[config.mk]
export PLATFORM = sky130hd
export DESIGN_NAME = mips_cpu_lsu_flat
export DESIGN_NICKNAME = d
export VERILOG_FILES = /design/src/rtl/mips_cpu_lsu_if.sv /design/src/rtl/mips_cpu_lsu.sv /design/src/flat_wrapper.sv
export SDC_FILE = /design/constraint.sdc
export NUM_CORES = 1
export LEC_CHECK = 0
export BUFFER_PORTS_ARGS = -buffer_cell sky130_fd_sc_hd__buf_2
export CORE_ASPECT_RATIO = 1.25
export CORE_MARGIN = 4
export CORE_UTILIZATION = 25
export DETAILED_ROUTE_END_ITERATION = 12
export PLACE_DENSITY_LB_ADDON = 0.3
export SLEW_MARGIN = 0
export SYNTH_ARGS = -nofsm -noshare
export SYNTH_HDL_FRONTEND = slang
export SYNTH_SLANG_ARGS = --single-unit
[constraint.sdc]
create_clock -name clk -period 4.7 [get_ports clk]
set_clock_uncertainty 0.1 [all_clocks]
set_input_delay 1.175 -clock clk [delete_from_list [all_inputs] [get_ports clk]]
set_output_delay 1.175 -clock clk [all_outputs]
set_load 0.02 [all_outputs]
[src/rtl/mips_cpu_lsu_if.sv]
// Request/response and data-memory signals of the MIPS load/store unit.
// slave: the LSU itself; master: the execute stage plus data memory around it.
interface mips_cpu_lsu_if;
   logic        req_valid;
   logic        req_ready;
   logic [2:0]  req_op;
   logic [31:0] req_addr;
   logic [31:0] req_wdata;
   logic        rsp_valid;
   logic [31:0] rsp_rdata;
   logic        rsp_err;
   logic [31:0] data_address;
   logic        data_write;
   logic        data_read;
   logic [31:0] data_writedata;
   logic [31:0] data_readdata;

   modport slave (
      input  req_valid, req_op, req_addr, req_wdata, data_readdata,
      output req_ready, rsp_valid, rsp_rdata, rsp_err,
             data_address, data_write, data_read, data_writedata
   );

   modport master (
      output req_valid, req_op, req_addr, req_wdata, data_readdata,
      input  req_ready, rsp_valid, rsp_rdata, rsp_err,
             data_address, data_write, data_read, data_writedata
   );
endinterface

[src/rtl/mips_cpu_lsu.sv]
// Load/store unit driving a word-wide, combinational-read data memory.
// Sub-word stores are done as read-modify-write since the memory has no byte enables.
module mips_cpu_lsu #(
   parameter bit ALIGN_CHECK = 1'b1,
   parameter bit LITTLE_END  = 1'b1
) (
   input  logic          clk,
   input  logic          reset_n,
   mips_cpu_lsu_if.slave bus
);

   typedef enum logic [2:0] {IDLE, LOAD, STORE, RMW_RD, RMW_WR, ERR} state_t;

   localparam logic [2:0] OP_LB  = 3'd0;
   localparam logic [2:0] OP_LBU = 3'd1;
   localparam logic [2:0] OP_LH  = 3'd2;
   localparam logic [2:0] OP_LHU = 3'd3;
   localparam logic [2:0] OP_LW  = 3'd4;
   localparam logic [2:0] OP_SB  = 3'd5;
   localparam logic [2:0] OP_SH  = 3'd6;
   localparam logic [2:0] OP_SW  = 3'd7;

   state_t      state_q, state_d;
   logic [2:0]  op_q, op_d;
   logic [31:0] addr_q, addr_d;
   logic [31:0] wdata_q, wdata_d;
   logic [31:0] merge_q, merge_d;
   logic        rsp_valid_q, rsp_valid_d;
   logic        rsp_err_q, rsp_err_d;
   logic [31:0] rsp_rdata_q, rsp_rdata_d;

   function automatic logic [4:0] byte_shift(input logic [1:0] idx);
      return LITTLE_END ? {idx, 3'b000} : (5'd24 - {idx, 3'b000});
   endfunction

   function automatic logic [4:0] half_shift(input logic hsel);
      return (LITTLE_END ? hsel : ~hsel) ? 5'd16 : 5'd0;
   endfunction

   function automatic logic misaligned(input logic [2:0] op, input logic [1:0] lo);
      case (op)
         OP_LH, OP_LHU, OP_SH: return lo[0];
         OP_LW, OP_SW:         return (lo != 2'b00);
         default:              return 1'b0;
      endcase
   endfunction

   function automatic logic [31:0] extract_load(input logic [2:0] op, input logic [1:0] lo,
                                                input logic [31:0] word);
      logic [31:0] lane;
      case (op)
         OP_LB, OP_LBU: begin
            lane = word >> byte_shift(lo);
            return (op == OP_LB) ? {{24{lane[7]}}, lane[7:0]} : {24'b0, lane[7:0]};
         end
         OP_LH, OP_LHU: begin
            lane = word >> half_shift(lo[1]);
            return (op == OP_LH) ? {{16{lane[15]}}, lane[15:0]} : {16'b0, lane[15:0]};
         end
         default: return word;
      endcase
   endfunction

   function automatic logic [31:0] merge_store(input logic [2:0] op, input logic [1:0] lo,
                                               input logic [31:0] old, input logic [31:0] wd);
      logic [4:0]  sh;
      logic [31:0] mask;
      logic [31:0] ins;
      if (op == OP_SB) begin
         sh   = byte_shift(lo);
         mask = 32'h0000_00FF << sh;
         ins  = {24'b0, wd[7:0]} << sh;
      end else begin
         sh   = half_shift(lo[1]);
         mask = 32'h0000_FFFF << sh;
         ins  = {16'b0, wd[15:0]} << sh;
      end
      return (old & ~mask) | ins;
   endfunction

   always_comb begin
      state_d             = state_q;
      op_d                = op_q;
      addr_d              = addr_q;
      wdata_d             = wdata_q;
      merge_d             = merge_q;
      rsp_valid_d         = 1'b0;
      rsp_err_d           = rsp_err_q;
      rsp_rdata_d         = rsp_rdata_q;
      bus.req_ready       = 1'b0;
      bus.data_read       = 1'b0;
      bus.data_write      = 1'b0;
      bus.data_address    = 32'b0;
      bus.data_writedata  = 32'b0;

      case (state_q)
         IDLE: begin
            bus.req_ready = 1'b1;
            if (bus.req_valid) begin
               op_d    = bus.req_op;
               addr_d  = bus.req_addr;
               wdata_d = bus.req_wdata;
               if (ALIGN_CHECK && misaligned(bus.req_op, bus.req_addr[1:0]))
                  state_d = ERR;
               else if (bus.req_op <= OP_LW)
                  state_d = LOAD;
               else if (bus.req_op == OP_SW)
                  state_d = STORE;
               else
                  state_d = RMW_RD;
            end
         end
         LOAD: begin
            bus.data_read    = 1'b1;
            bus.data_address = {addr_q[31:2], 2'b00};
            rsp_rdata_d      = extract_load(op_q, addr_q[1:0], bus.data_readdata);
            rsp_err_d        = 1'b0;
            rsp_valid_d      = 1'b1;
            state_d          = IDLE;
         end
         STORE: begin
            bus.data_write     = 1'b1;
            bus.data_address   = {addr_q[31:2], 2'b00};
            bus.data_writedata = wdata_q;
            rsp_rdata_d        = 32'b0;
            rsp_err_d          = 1'b0;
            rsp_valid_d        = 1'b1;
            state_d            = IDLE;
         end
         RMW_RD: begin
            // Read data is only trusted here, so x from an idle memory never reaches merge_q.
            bus.data_read    = 1'b1;
            bus.data_address = {addr_q[31:2], 2'b00};
            merge_d          = bus.data_readdata;
            state_d          = RMW_WR;
         end
         RMW_WR: begin
            bus.data_write     = 1'b1;
            bus.data_address   = {addr_q[31:2], 2'b00};
            bus.data_writedata = merge_store(op_q, addr_q[1:0], merge_q, wdata_q);
            rsp_rdata_d        = 32'b0;
            rsp_err_d          = 1'b0;
            rsp_valid_d        = 1'b1;
            state_d            = IDLE;
         end
         ERR: begin
            rsp_rdata_d = 32'b0;
            rsp_err_d   = 1'b1;
            rsp_valid_d = 1'b1;
            state_d     = IDLE;
         end
         default: state_d = IDLE;
      endcase
   end

   always_ff @(posedge clk or negedge reset_n) begin
      if (!reset_n) begin
         state_q     <= IDLE;
         rsp_valid_q <= 1'b0;
         rsp_err_q   <= 1'b0;
         rsp_rdata_q <= 32'b0;
      end else begin
         state_q     <= state_d;
         rsp_valid_q <= rsp_valid_d;
         rsp_err_q   <= rsp_err_d;
         rsp_rdata_q <= rsp_rdata_d;
      end
   end

   // Request payload and merge word are only read in states that wrote them first.
   always_ff @(posedge clk) begin
      op_q    <= op_d;
      addr_q  <= addr_d;
      wdata_q <= wdata_d;
      merge_q <= merge_d;
   end

   assign bus.rsp_valid = rsp_valid_q;
   assign bus.rsp_err   = rsp_err_q;
   assign bus.rsp_rdata = rsp_rdata_q;

endmodule

[src/flat_wrapper.sv]
// flat-port wrapper written by rule: the top's interface ports become plain ports
module mips_cpu_lsu_flat 
#(
   parameter bit ALIGN_CHECK = 1'b1,
   parameter bit LITTLE_END  = 1'b1
)
  (clk, reset_n, bus_req_valid, bus_req_op, bus_req_addr, bus_req_wdata, bus_data_readdata, bus_req_ready, bus_rsp_valid, bus_rsp_rdata, bus_rsp_err, bus_data_address, bus_data_write, bus_data_read, bus_data_writedata);
  mips_cpu_lsu_if bus_i ();
  input  logic clk;
  input  logic reset_n;
  input wire logic [$bits(bus_i.req_valid)-1:0] bus_req_valid;
  input wire logic [$bits(bus_i.req_op)-1:0] bus_req_op;
  input wire logic [$bits(bus_i.req_addr)-1:0] bus_req_addr;
  input wire logic [$bits(bus_i.req_wdata)-1:0] bus_req_wdata;
  input wire logic [$bits(bus_i.data_readdata)-1:0] bus_data_readdata;
  output wire logic [$bits(bus_i.req_ready)-1:0] bus_req_ready;
  output wire logic [$bits(bus_i.rsp_valid)-1:0] bus_rsp_valid;
  output wire logic [$bits(bus_i.rsp_rdata)-1:0] bus_rsp_rdata;
  output wire logic [$bits(bus_i.rsp_err)-1:0] bus_rsp_err;
  output wire logic [$bits(bus_i.data_address)-1:0] bus_data_address;
  output wire logic [$bits(bus_i.data_write)-1:0] bus_data_write;
  output wire logic [$bits(bus_i.data_read)-1:0] bus_data_read;
  output wire logic [$bits(bus_i.data_writedata)-1:0] bus_data_writedata;
  assign bus_i.req_valid = bus_req_valid;
  assign bus_i.req_op = bus_req_op;
  assign bus_i.req_addr = bus_req_addr;
  assign bus_i.req_wdata = bus_req_wdata;
  assign bus_i.data_readdata = bus_data_readdata;
  assign bus_req_ready = bus_i.req_ready;
  assign bus_rsp_valid = bus_i.rsp_valid;
  assign bus_rsp_rdata = bus_i.rsp_rdata;
  assign bus_rsp_err = bus_i.rsp_err;
  assign bus_data_address = bus_i.data_address;
  assign bus_data_write = bus_i.data_write;
  assign bus_data_read = bus_i.data_read;
  assign bus_data_writedata = bus_i.data_writedata;
  mips_cpu_lsu #(.ALIGN_CHECK(ALIGN_CHECK), .LITTLE_END(LITTLE_END)) u_core (.clk(clk), .reset_n(reset_n), .bus(bus_i));
endmodule
**Word level (Yosys, flattened, before mapping)**

Cells that the tools add are included.

- Output and inout port bits: 101
- Input port bits: 102
- Bits in registers: 136

- Equal/unequal tests: 15
- Bitwise gates (word level): 3
- Shifts and indexed selects: 6
- Multiplexer cells: 24
- Magnitude comparators: 1
- Reductions and logical operators: 16

Operators by type and width:

| cell | count |
|---|---|
| 32-bit 2-to-1 mux | 7 |
| 32-bit case mux with 2 select lines | 3 |
| 32-bit AND | 1 |
| 32-bit inverter | 1 |
| 32-bit OR | 1 |
| 16-bit by 5-bit left shift with 32-bit output | 1 |
| 16-bit by 5-bit left shift with 32-bit output, first input constant | 1 |
| 8-bit by 5-bit left shift with 32-bit output | 1 |
| 8-bit by 5-bit left shift with 32-bit output, first input constant | 1 |
| 32-bit by 5-bit >> shifter with 16-bit output | 1 |
| 32-bit by 5-bit >> shifter with 8-bit output | 1 |
| 3-bit by 2-bit == test with 1-bit output, second input constant | 6 |
| 3-bit == test, second input constant | 6 |
| 2-bit OR reduction | 5 |
| 3-bit 2-to-1 mux | 3 |
| 3-bit OR reduction | 3 |
| 4-bit OR reduction | 2 |
| 1-bit 2-to-1 mux | 7 |
| 3-bit by 1-bit == test with 1-bit output, second input constant | 2 |
| 3-bit zero test | 2 |
| 3-bit case mux with 2 select lines | 1 |
| 2-bit nonzero test | 3 |
| 5-bit 2-to-1 mux | 1 |
| 1-bit case mux with 2 select lines | 2 |
| other kinds (3) | 3 |

**Depth between registers and ports, before layout**

- Word-level depth: 8
- Gate-level depth with buffers: 7
- Mapped depth without buffers: 4

**Least setup slack after synthesis**

OpenSTA, ideal clock, no wires.

- Path type: reg2reg
- Start point: reg u_core.state_q[1]
- End point: reg u_core.addr_q[0], enable pin
- Stages on the path, launching flop included: 5
- Arrival time: 2.607 ns
- Library setup time: 0.421 ns
- Setup slack: 1.572 ns
- Cells stage by stage: dfrtp_1 buf_2 nor3_1 nand2_1 inv_1

- Word-level cells in the longest chain between the ends: 2

RTL lines:

| item | line | source |
|---|---|---|
| start, declared | mips_cpu_lsu.sv:23 | `state_t state_q, state_d;` |
| start signal, assigned | mips_cpu_lsu.sv:163 | `state_q <= state_d;` |
| 3-bit zero test | mips_cpu_lsu.sv:96 | `case (state_q)` |
| 2-bit AND reduction (no line) | -- |  |
| end signal, assigned | mips_cpu_lsu.sv:173 | `addr_q <= addr_d;` |
| end, declared | mips_cpu_lsu.sv:25 | `logic [31:0] addr_q, addr_d;` |

Every way passes these cells.
A chain may end at the register's enable or synchronous reset.

**Worst setup path in the final report**

- Start point: reg u_core.op_q[1]
- End point: out bus_data_writedata[22]

- Word-level cells in the longest chain between the ends: 7
- Elaborated cells between the ends (all ways): 9

RTL lines:

| item | line | source |
|---|---|---|
| start, declared | mips_cpu_lsu.sv:24 | `logic [2:0] op_q, op_d;` |
| start signal, assigned | mips_cpu_lsu.sv:172 | `op_q <= op_d;` |
| 3-bit == test * | mips_cpu_lsu.sv:69 | `if (op == OP_SB) begin` |
| 32-bit 2-to-1 mux | mips_cpu_lsu.sv:69 |  |
| 32-bit 2-to-1 mux | mips_cpu_lsu.sv:96 |  |
| 32-bit inverter | mips_cpu_lsu.sv:78 | `return (old & ~mask) \| ins;` |
| 32-bit AND | mips_cpu_lsu.sv:78 |  |
| 32-bit OR * | mips_cpu_lsu.sv:78 |  |
| 32-bit case mux with 2 select lines * | mips_cpu_lsu.sv:96 |  |
| end, declared | flat_wrapper.sv:23 | `output wire logic [$bits(bus_i.data_writedata)-1:0] bus_data_writedata;` |

Mark *: on every way between the ends. The rest lies on a longest branch, timed or not. The select of a mux whose other input is x is not followed.

==> results.cfg <==
[logic_synthesis]
synth_edf_count = 99
asyncSetResetFlopFracSynth_pct = 27.21
synth-seq-cells = 136
yosysWarnings = 0
ys_seq_area_share_pct = 63.24
syn-instance-count = 501
syn_avg_cell_area_sq_um = 12.30
ys.flop_type = edfxtp_1
synth.distinct_cells = 53
syn-cell-area_sq_um = 6165

[finish]
area_growth_pct = 30.79
drive_gt1_share_pct = 39.83
nNetsFinal = 802
postLayoutCoreUtil_pct = 33.01
stdcell_area_sq_um = 8063
diodes = 0

[global_route]
gr-usage-all-layers_pct = 14.97
grt-ovfl-total = 0
grt_pass1_wl_mm = 30.28
antenna_found_initial = 0
grt_max_degree = 39
grt_pass1_vias = 4790

[floorplan]
rows = 64
die_area_sq_um = 27250
core_area_sq_um = 24420
initial_core_util_pct = 25.24
ioPinCount = 203
die_h_microns = 183.6
die_width_microns = 148.5

[detailed_routing]
wl_per_cell_microns = 19.69
viasPerCell = 4.530
drc = 0
wl_mm = 20.54
drt-initial-drc-count = 476
ant_nets = 0
dr_total_vias = 4725
dr.pass1.iters = 5

[setup_path]
reg2reg_from = u_core.addr_q[1]
critical_path_arrival_ns = 2.67
critPathMaxStageDelay_ns = 0.59
worstSetupPathType = register to output port
crit_buf_inv = 1
endpoint_kind = output port
reg2reg_to = u_core.bus.rsp_rdata[13]
crit_fanout = 24
cp_slowest_cell = edfxtp_1
cp-start-kind = register
reg2reg_setup_slack_ns = 2.16
path_delay_family = compound AO/OA/AOI/OAI gates
reg2reg_depth = 5
cp.required_ns = 3.42
path_cells = nand3b_2 > o21ai_4 > mux2i_1 > o21ai_1 > buf_2

[placement]
dp_hpwl_mm = 15.43
io_buffers = 200
place_area_sq_um = 7505
place_congestion = 0.8248

[worst_hold_path]
hold_end = u_core.bus.rsp_rdata[5]
holdCritPathClass = register to register
worstHoldStart = u_core.bus.rsp_rdata[5]
hold_depth = 2

[timing]
hold_violations = 0
period_share_pct = 84.01
setup_tns_ns = 0
period_needed_ns = 3.949
rsz0062_at_grt = false
fmax_mhz = 253.3
slew_viol_final = 0
slew_headroom_pct = 40.35
hold_ws_ns = 0.3768
worstMarginPinSlew_ns = 0.8948
setup_viol = 0

[clocking]
path_clk_slew_ns = 0.06
cts_hold_buf = 0
clockRootBuffer = clkbuf_16
clk_latency_ns = 0.43
postCtsSetupBuffers = 0
htreeDepth = 4
cts_num_sinks = 136
clockBufferDepth = 2
cts_tree = yes
cts_buffers = 17
cts_resized = 0

[pwr]
peakVddDrop_mv = 0.2359
p_leak_uw = 0.003469
p_per_area_nw_per_um2 = 450.6

[status]
status = complete, no violations

[flow_run]
drv_cap = 0
synthesized netlist by cell type (2+ instances only):
cell type | count | area, sq um
edfxtp_1 | 99 | 2973
nand2_1 | 65 | 244.0
dfrtp_1 | 37 | 925.9
and2_1 | 32 | 200.2
o21ai_1 | 26 | 130.1
nor2_1 | 23 | 86.33
nor3_1 | 20 | 100.1
o21ai_0 | 19 | 95.09
buf_2 | 17 | 85.08
o31ai_1 | 13 | 97.59
a21oi_1 | 12 | 60.06
mux2i_1 | 11 | 110.1
a21o_1 | 10 | 75.07
inv_1 | 10 | 37.54
a22o_1 | 9 | 78.83
nand2b_1 | 9 | 56.30
a221oi_2 | 8 | 120.1
clkbuf_1 | 8 | 30.03
mux2_2 | 8 | 90.09
or3_1 | 8 | 50.05
o41ai_1 | 6 | 52.55
o32ai_1 | 5 | 43.79
buf_4 | 4 | 30.03
a21oi_2 | 3 | 26.28
a22oi_1 | 3 | 22.52
nor2_2 | 3 | 18.77
nor2b_1 | 3 | 18.77
o41ai_2 | 3 | 48.80
a31o_2 | 2 | 17.52
inv_2 | 2 | 7.510
area by class of cell:
cell class	count	area, sq um
Clock buffer	17	425.4
Clock inverter	15	132.6
Fill cell	2470	16360
Inverter	12	45.04
Multi-Input combinational cell	323	2072
Sequential cell	136	3899
Tap cell	330	412.9
Timing Repair Buffer	210	1076
tightest hold or removal path, delay by kind of cell, from the launching register on:
family	cells	cell delay, ns
flip-flops	1	0.34
AO/OA/AOI/OAI	1	0.06
AND/OR/NAND/NOR	1	0.05
where the power goes:
| part | leakage (uW) | switching, uW | internal, uW |
|---|---|---|---|
| combinational | 0.00180 | 543 | 274 |
| clock | 0.000272 | 586 | 696 |
| sequential | 0.00140 | 88.2 | 1450 |
cell families after synthesis:
| kind of cell | count (synthesis) | share of synthesized area [%] |
|---|---|---|
| buf+inv | 43 | 3.329 |
| simple gates | 173 | 13.98 |
| mux | 20 | 3.491 |
| flops | 136 | 63.24 |
| xor+xnor | 2 | 0.4060 |
| compound gates | 126 | 15.49 |
| other cells | 1 | 0.06083 |
placed cells by master, fill, tap and decap left out, types with 2 or more instances in the layout:
| master | synthesis | layout |
|---|---|---|
| o21ai_0 | 19 | 19 |
| nor2_1 | 23 | 23 |
| clkinv_4 | 0 | 2 |
| clkbuf_16 | 0 | 17 |
| nand2b_1 | 9 | 9 |
| edfxtp_1 | 99 | 99 |
| a21oi_2 | 3 | 3 |
| o41ai_1 | 6 | 6 |
| o31ai_1 | 13 | 13 |
| nor2b_1 | 3 | 3 |
| a31o_2 | 2 | 2 |
| inv_6 | 0 | 7 |
| dfrtp_1 | 37 | 37 |
| a22o_1 | 9 | 9 |
| clkinvlp_4 | 0 | 2 |
| nor3_1 | 20 | 20 |
| conb_1 | 1 | 2 |
| inv_2 | 2 | 3 |
| inv_1 | 10 | 9 |
| mux2i_1 | 11 | 11 |
| nand2_1 | 65 | 65 |
| inv_8 | 0 | 3 |
| buf_4 | 4 | 10 |
| buf_2 | 17 | 200 |
| a22oi_1 | 3 | 3 |
| or3_1 | 8 | 8 |
| a21oi_1 | 12 | 12 |
| o32ai_1 | 5 | 5 |
| nor2_2 | 3 | 3 |
| and2_1 | 32 | 32 |
| a221oi_2 | 8 | 8 |
| o41ai_2 | 3 | 3 |
| a21o_1 | 10 | 10 |
| mux2_2 | 8 | 8 |
| o21ai_1 | 26 | 26 |
worst max-delay path by stage:
stage | slack, ns | to | depth (start not counted) | from
floorplan | 1.57 | u_core.addr_q[0] | 4 | u_core.state_q[1]
global placement | 1.25 | bus_data_writedata[21] | 5 | u_core.op_q[1]
detailed placement | 1.18 | bus_data_writedata[22] | 5 | u_core.op_q[1]
CTS | 0.71 | bus_data_writedata[22] | 5 | u_core.op_q[1]
global route | 0.55 | bus_data_writedata[23] | 5 | u_core.op_q[1]
finish | 0.75 | bus_data_writedata[22] | 5 | u_core.op_q[1]
registers in the layout, summed over array words and instances, names as in the netlist:
| register | count |
|---|---|
| u_core.addr_q | 32 |
| u_core.bus.rsp_err | 1 |
| u_core.bus.rsp_rdata | 32 |
| u_core.bus.rsp_valid | 1 |
| u_core.merge_q | 32 |
| u_core.op_q | 3 |
| u_core.state_q | 3 |
| u_core.wdata_q | 32 |
stage by stage:
step | setup WS (ns) | cells | total power [uW]
final | 0.7514 | 1043 | 3633
after CTS | 0.7100 | 1043 | 3677
after detailed placement | 1.180 | 1011 | 2384
after floorplan | 1.572 | 502 | 2044
after global routing | 0.5481 | 1043 | 3805
after global placement | 1.254 | 1011 | 2380
layer usage:
layer / vias to the layer above / routed length, microns / track usage, %
met4: 0 / 502 / 5.656
met3: 27 / 867 / 3.132
li1: 2253 / - / -
met5: - / 0 / 0
met2: 155 / 10570 / 25.48
met1: 2290 / 8603 / 18.70
Note: power is estimated with default switching activity, not from simulation.
